[src/rtl/uart_alarm_cmd_parser.sv]
`timescale 1ns/1ps
`default_nettype none
// ============================================================================
// Module   : uart_alarm_cmd_parser
// Brief    : Parses "Ahh:mm<CR|LF>" alarm-set frames from the UART byte
//            stream and answers each decided frame with 'K' or 'E'.
// Revision : 1.0 - initial release
// ============================================================================
module uart_alarm_cmd_parser #(
    parameter int TIMEOUT_CYCLES = 100_000_000
) (
    input  logic       clk,
    input  logic       rst_n,
    input  logic [7:0] rx_data,
    input  logic       rx_valid,
    input  logic       tx_ready,
    output logic [7:0] tx_data,
    output logic       tx_valid,
    output logic [4:0] uart_alarm_hour,
    output logic [5:0] uart_alarm_minute,
    output logic       is_uart_set,
    output logic       cmd_err
);

    localparam logic [7:0]  c_ACK      = 8'h4B;
    localparam logic [7:0]  c_NAK      = 8'h45;
    localparam logic [26:0] c_TMO_LAST = 27'(TIMEOUT_CYCLES - 1);

    typedef enum logic [2:0] {
        S_IDLE = 3'd0,
        S_HT   = 3'd1,
        S_HU   = 3'd2,
        S_COL  = 3'd3,
        S_MT   = 3'd4,
        S_MU   = 3'd5,
        S_END  = 3'd6
    } state_t;

    state_t      r_state;
    state_t      w_next;
    logic [26:0] r_tmo_cnt;
    logic [3:0]  r_ht, r_hu, r_mt, r_mu;
    logic [4:0]  r_hour;
    logic [5:0]  r_min;
    logic        r_set, r_err, r_tx_valid;
    logic [7:0]  r_tx_data;

    logic        w_is_start, w_is_digit, w_is_term, w_match;
    logic        w_timeout, w_accept, w_reject;
    logic [5:0]  w_hour6, w_min6;

    assign w_is_start = (rx_data == 8'h41) || (rx_data == 8'h61);
    assign w_is_digit = (rx_data >= 8'h30) && (rx_data <= 8'h39);
    assign w_is_term  = (rx_data == 8'h0D) || (rx_data == 8'h0A);

    // ht <= 2 and mt <= 5 keep both sums inside 6 bits
    assign w_hour6 = ({2'b00, r_ht} << 3) + ({2'b00, r_ht} << 1) + {2'b00, r_hu};
    assign w_min6  = ({2'b00, r_mt} << 3) + ({2'b00, r_mt} << 1) + {2'b00, r_mu};

    assign w_timeout = (r_state != S_IDLE) && !rx_valid && (r_tmo_cnt == c_TMO_LAST);

    always_comb begin
        w_match = 1'b0;
        case (r_state)
            S_IDLE:  w_match = w_is_start;
            S_HT:    w_match = w_is_digit && (rx_data <= 8'h32);
            S_HU:    w_match = w_is_digit;
            S_COL:   w_match = (rx_data == 8'h3A);
            S_MT:    w_match = w_is_digit && (rx_data <= 8'h35);
            S_MU:    w_match = w_is_digit;
            S_END:   w_match = w_is_term;
            default: w_match = 1'b0;
        endcase
    end

    always_comb begin
        w_next   = r_state;
        w_accept = 1'b0;
        w_reject = 1'b0;
        if (rx_valid) begin
            if (w_match) begin
                case (r_state)
                    S_IDLE:  w_next = S_HT;
                    S_HT:    w_next = S_HU;
                    S_HU:    w_next = S_COL;
                    S_COL:   w_next = S_MT;
                    S_MT:    w_next = S_MU;
                    S_MU:    w_next = S_END;
                    S_END: begin
                        w_next = S_IDLE;
                        if (w_hour6 <= 6'd23) begin
                            w_accept = 1'b1;
                        end else begin
                            w_reject = 1'b1;
                        end
                    end
                    default: w_next = S_IDLE;
                endcase
            end else if (r_state != S_IDLE) begin
                // the offending byte may itself open a new frame
                w_reject = 1'b1;
                w_next   = w_is_start ? S_HT : S_IDLE;
            end
        end else if (w_timeout) begin
            w_reject = 1'b1;
            w_next   = S_IDLE;
        end
    end

    always_ff @(posedge clk) begin
        if (!rst_n) begin
            r_state    <= S_IDLE;
            r_tmo_cnt  <= '0;
            r_ht       <= '0;
            r_hu       <= '0;
            r_mt       <= '0;
            r_mu       <= '0;
            r_hour     <= '0;
            r_min      <= '0;
            r_set      <= 1'b0;
            r_err      <= 1'b0;
            r_tx_valid <= 1'b0;
            r_tx_data  <= 8'h00;
        end else begin
            r_state <= w_next;
            r_set   <= w_accept;
            r_err   <= w_reject;

            if (rx_valid || (w_next == S_IDLE)) begin
                r_tmo_cnt <= '0;
            end else begin
                r_tmo_cnt <= r_tmo_cnt + 27'd1;
            end

            if (rx_valid && w_match) begin
                case (r_state)
                    S_HT:    r_ht <= rx_data[3:0];
                    S_HU:    r_hu <= rx_data[3:0];
                    S_MT:    r_mt <= rx_data[3:0];
                    S_MU:    r_mu <= rx_data[3:0];
                    default: ;
                endcase
            end

            if (w_accept) begin
                r_hour <= w_hour6[4:0];
                r_min  <= w_min6;
            end

            // a fresh response overrides both a pending one and its handshake
            if (w_accept || w_reject) begin
                r_tx_valid <= 1'b1;
                r_tx_data  <= w_accept ? c_ACK : c_NAK;
            end else if (r_tx_valid && tx_ready) begin
                r_tx_valid <= 1'b0;
            end
        end
    end

    assign tx_data           = r_tx_data;
    assign tx_valid          = r_tx_valid;
    assign uart_alarm_hour   = r_hour;
    assign uart_alarm_minute = r_min;
    assign is_uart_set       = r_set;
    assign cmd_err           = r_err;

endmodule
`default_nettype wire

[config.mk]
export PLATFORM = sky130hd
export DESIGN_NAME = uart_alarm_cmd_parser
export DESIGN_NICKNAME = d
export VERILOG_FILES = /design/src/rtl/uart_alarm_cmd_parser.sv
export SDC_FILE = /design/constraint.sdc
export NUM_CORES = 1
export LEC_CHECK = 0
export CORE_MARGIN = 2
export CORE_UTILIZATION = 56
export CTS_CLUSTER_DIAMETER = 120
export DETAILED_ROUTE_END_ITERATION = 8
export GPL_ROUTABILITY_DRIVEN = 1
export PLACE_DENSITY = 0.79
export REMOVE_ABC_BUFFERS = 1
export SLEW_MARGIN = 20
export SYNTH_ARGS = -nofsm -noshare
export SYNTH_HDL_FRONTEND = slang
export SYNTH_SLANG_ARGS = --single-unit
[constraint.sdc]
create_clock -name clk -period 3.42 [get_ports clk]
set_input_delay 0.684 -clock clk [delete_from_list [all_inputs] [get_ports clk]]
set_output_delay 0.684 -clock clk [all_outputs]
set_load 0.02 [all_outputs]
==> qor.yml <==
final_max_slew_viol_count: 0
diodes: 0
reg2reg_to: "uart_alarm_hour[0]"
cap_violations: 0
drc: 0
ys_seq_area_share_pct: 39.9
required_ns: 3.67
fmax_ghz: 0.347
path_clk_slew_ns: 0.07
yosys_most_used_dff: "dfxtp_1"
outcome: "completed"
drt-initial-drc-count: 115
cp_max_fo: 10
synth_edf_count: 0
grt_max_degree: 28
rsz0062_at_grt: "false"
clock_latency_ns: 0.34
grt_pass1_vias: 2454
postLayoutCoreUtil_pct: 67.7
cts-resized-gates: 0
grt_usage_pct: 22.0
n_fill_cell: 455
layout_setup_ws_ns: 0.540
start_kind: "primary input"
yosys.area.top_type: "dfxtp_1"
multi_input_area_sq_mm: 0.00175
skew_ns: 0.00591
synth_area_leaders: "dfxtp_1, ha_1, nor2_1"
fin_setup_tns_ns: 0
synth.yosys.warnings: 0
cts_setup_buffers: 0
initial_core_util_pct: 57.8
core_sq_mm: 0.00547
async_reset_ff_share_pct: 0
avgSynthCellArea_sq_um: 8.99
numCtsBuffers: 9
ys_types: 45
die_width_um: 79.2
p_comb_share_pct: 3.0
ioPinCount: 34
netlist_area_sq_mm: 0.00316
cp.arrival_ns: 3.13
ff2ff_path_depth: 10
row_count: 27
startpoint: "rx_data[2]"
tightestPinTransition_ns: 0.788
internal_power_mw: 1.20
pre_cts_slack_ns: 0.210
whs_ns: 0.437
drive_gt1_share_pct: 6.72
yosysMostFrequentCell: "dfxtp_1"
hpwlAfterDp_um: 4510
finalHoldViolations: 0
synth-seq-cells: 63
p_sw_share_pct: 20.1
min_path_cells: 1
end_kind: "flop"
routed_via_density: 5.48
h-tree-depth: 3
routed_wl_um: 6200
clkPwrFrac_pct: 48.2
wire_per_inst_um: 13.5
num_vias: 2514
instances_no_fill: 459
period_share_pct: 84.2
r2r_start: "r_ht[0]"
dp.cells: 443
slew_headroom_pct: 47.1
clockBufferDepth: 2
p_switching_uw: 302
hold_path_end: "r_tmo_cnt[0]"
yosys-top-cells-count: "dfxtp_1, nor2_1, nand2_1"
cts_root_buf: "clkbuf_8"
drt_first_pass_iters: 4
power_density_mw_per_mm2: 406
grt_pass1_wl_um: 10800
antenna_found_initial: 0
holdBufCountCts: 0
min_period_ns: 2.88
clock-sinks: 63
dieArea_sq_mm: 0.00627
holdCritPathClass: "flop to flop"
cts_tree: "built"
port_buffers: 30
hp-start: "r_tmo_cnt[0]"
register_area_sq_mm: 0.00126
peakVddDrop_uv: 340
path_class: "primary input to flop"
setup_viol: 0
seqPwrFrac_pct: 48.8
r2r_slack_ns: 0.60
leakage_nw: 1.48
die_y_um: 79.2
postRouteAntennaNets: 0
synthCells: 352
finish.net_count: 411
grt_overflow_total: 0
synth_top_area_share_pct: 39.9
routabilityCongestion: 0.832
syn2layout_area_growth_pct: 17.2
-- worst max-delay path by stage --
stage	end	slack, ns	cells past startpoint
after global placement	r_ht[3]	0.28	7
after floorplan	r_ht[2]	0.79	6
after global routing	uart_alarm_minute[0]	0.34	10
final	uart_alarm_hour[3]	0.54	8
after detailed placement	r_ht[3]	0.21	7
after CTS	uart_alarm_minute[0]	0.57	10
-- power by group through the flow --
stage / sequential [mW] / combinational (mW) / clock (mW)
3_3_place_gp: 0.750 / 0.0451 / 0
6_report: 0.734 / 0.0455 / 0.724
3_5_place_dp: 0.750 / 0.0453 / 0
5_1_grt: 0.733 / 0.0496 / 0.778
4_1_cts: 0.734 / 0.0454 / 0.739
2_1_floorplan: 0.750 / 0.0147 / 0
-- layout by cell type (no fill, tap or decap), types with 2 or more instances in the layout --
| cell | instances |
|---|---|
| xor2_1 | 16 |
| clkdlybuf4s50_1 | 30 |
| fa_1 | 4 |
| nand4b_1 | 2 |
| dfxtp_1 | 63 |
| nor4b_1 | 2 |
| nand3_2 | 2 |
| and3b_1 | 2 |
| nor2b_1 | 6 |
| a21o_1 | 2 |
| a31oi_1 | 2 |
| o21ai_0 | 8 |
| o21a_1 | 2 |
| inv_1 | 12 |
| ha_1 | 13 |
| or3_1 | 3 |
| conb_1 | 3 |
| nor4_1 | 2 |
| clkbuf_1 | 2 |
| a21oi_1 | 19 |
| nand4_1 | 6 |
| or4_1 | 2 |
| buf_4 | 5 |
| xnor2_1 | 15 |
| bufinv_16 | 2 |
| nand3_1 | 21 |
| nand2_1 | 35 |
| mux2i_1 | 15 |
| clkbuf_8 | 11 |
| nand4_4 | 2 |
| and3_1 | 12 |
| a211oi_1 | 3 |
| nor3_1 | 4 |
| nor2_1 | 43 |
| nor3b_1 | 3 |
| a211o_1 | 2 |
-- worst max-delay path, stage by stage --
cell and delay [ns]:
clkdlybuf4s50_1 0.52, a211o_1 0.32, or4_1 0.42, o22ai_2 0.21, or3_1 0.43, buf_4 0.25, a21oi_1 0.07, a211oi_1 0.22
-- layer usage --
metal	share of wire, %	wire (um)	track usage, %	up-vias
met3	3.4	209	8.18	11
met2	51	3180	38.6	42
li1	-	-	-	1275
met5	0	0	0	-
met1	44	2740	25.1	1186
met4	1.0	63	5.69	0
-- cell type report --
cell class,instances,area share [%]
repair buffers,35,9.11
clock inverters,3,1.75
clock buffers,13,4.29
flip-flops and latches,63,34.0
multi-input cells,261,47.2
inverters,12,1.21
well taps,72,2.43
-- registers in the layout, summed over array words and instances, names as in the netlist, 3 cells and up --
register / flops
r_ht: 4
r_tmo_cnt: 27
r_state: 3
r_mt: 4
uart_alarm_minute: 6
tx_data: 3
uart_alarm_hour: 5
r_hu: 4
r_mu: 4
-- metrics by stage --
| stage | total power, mW | area [sq um] |
|---|---|---|
| floorplan | 0.765 | 3060 |
| global placement | 0.795 | 3480 |
| detailed placement | 0.796 | 3480 |
| CTS | 1.52 | 3710 |
| global route | 1.56 | 3710 |
| finish | 1.50 | 3710 |
-- kinds of logic (layout without fill, tap and decap cells) --
logic type                 after synthesis  count (layout)  synth area share (%)
muxes                                   15              15                  4.74
and+or+nand+nor                        151             151                  25.0
buffers and inverters                   30              63                  5.10
other                                    1               3                 0.119
DFF                                     63              63                  39.9
xor gates and xnor gates                31              31                  8.58
adders and majority gates               17              17                  7.67
AOI/OAI and AO/OA                       44              44                  8.98
(Power assumes the default switching activity.)
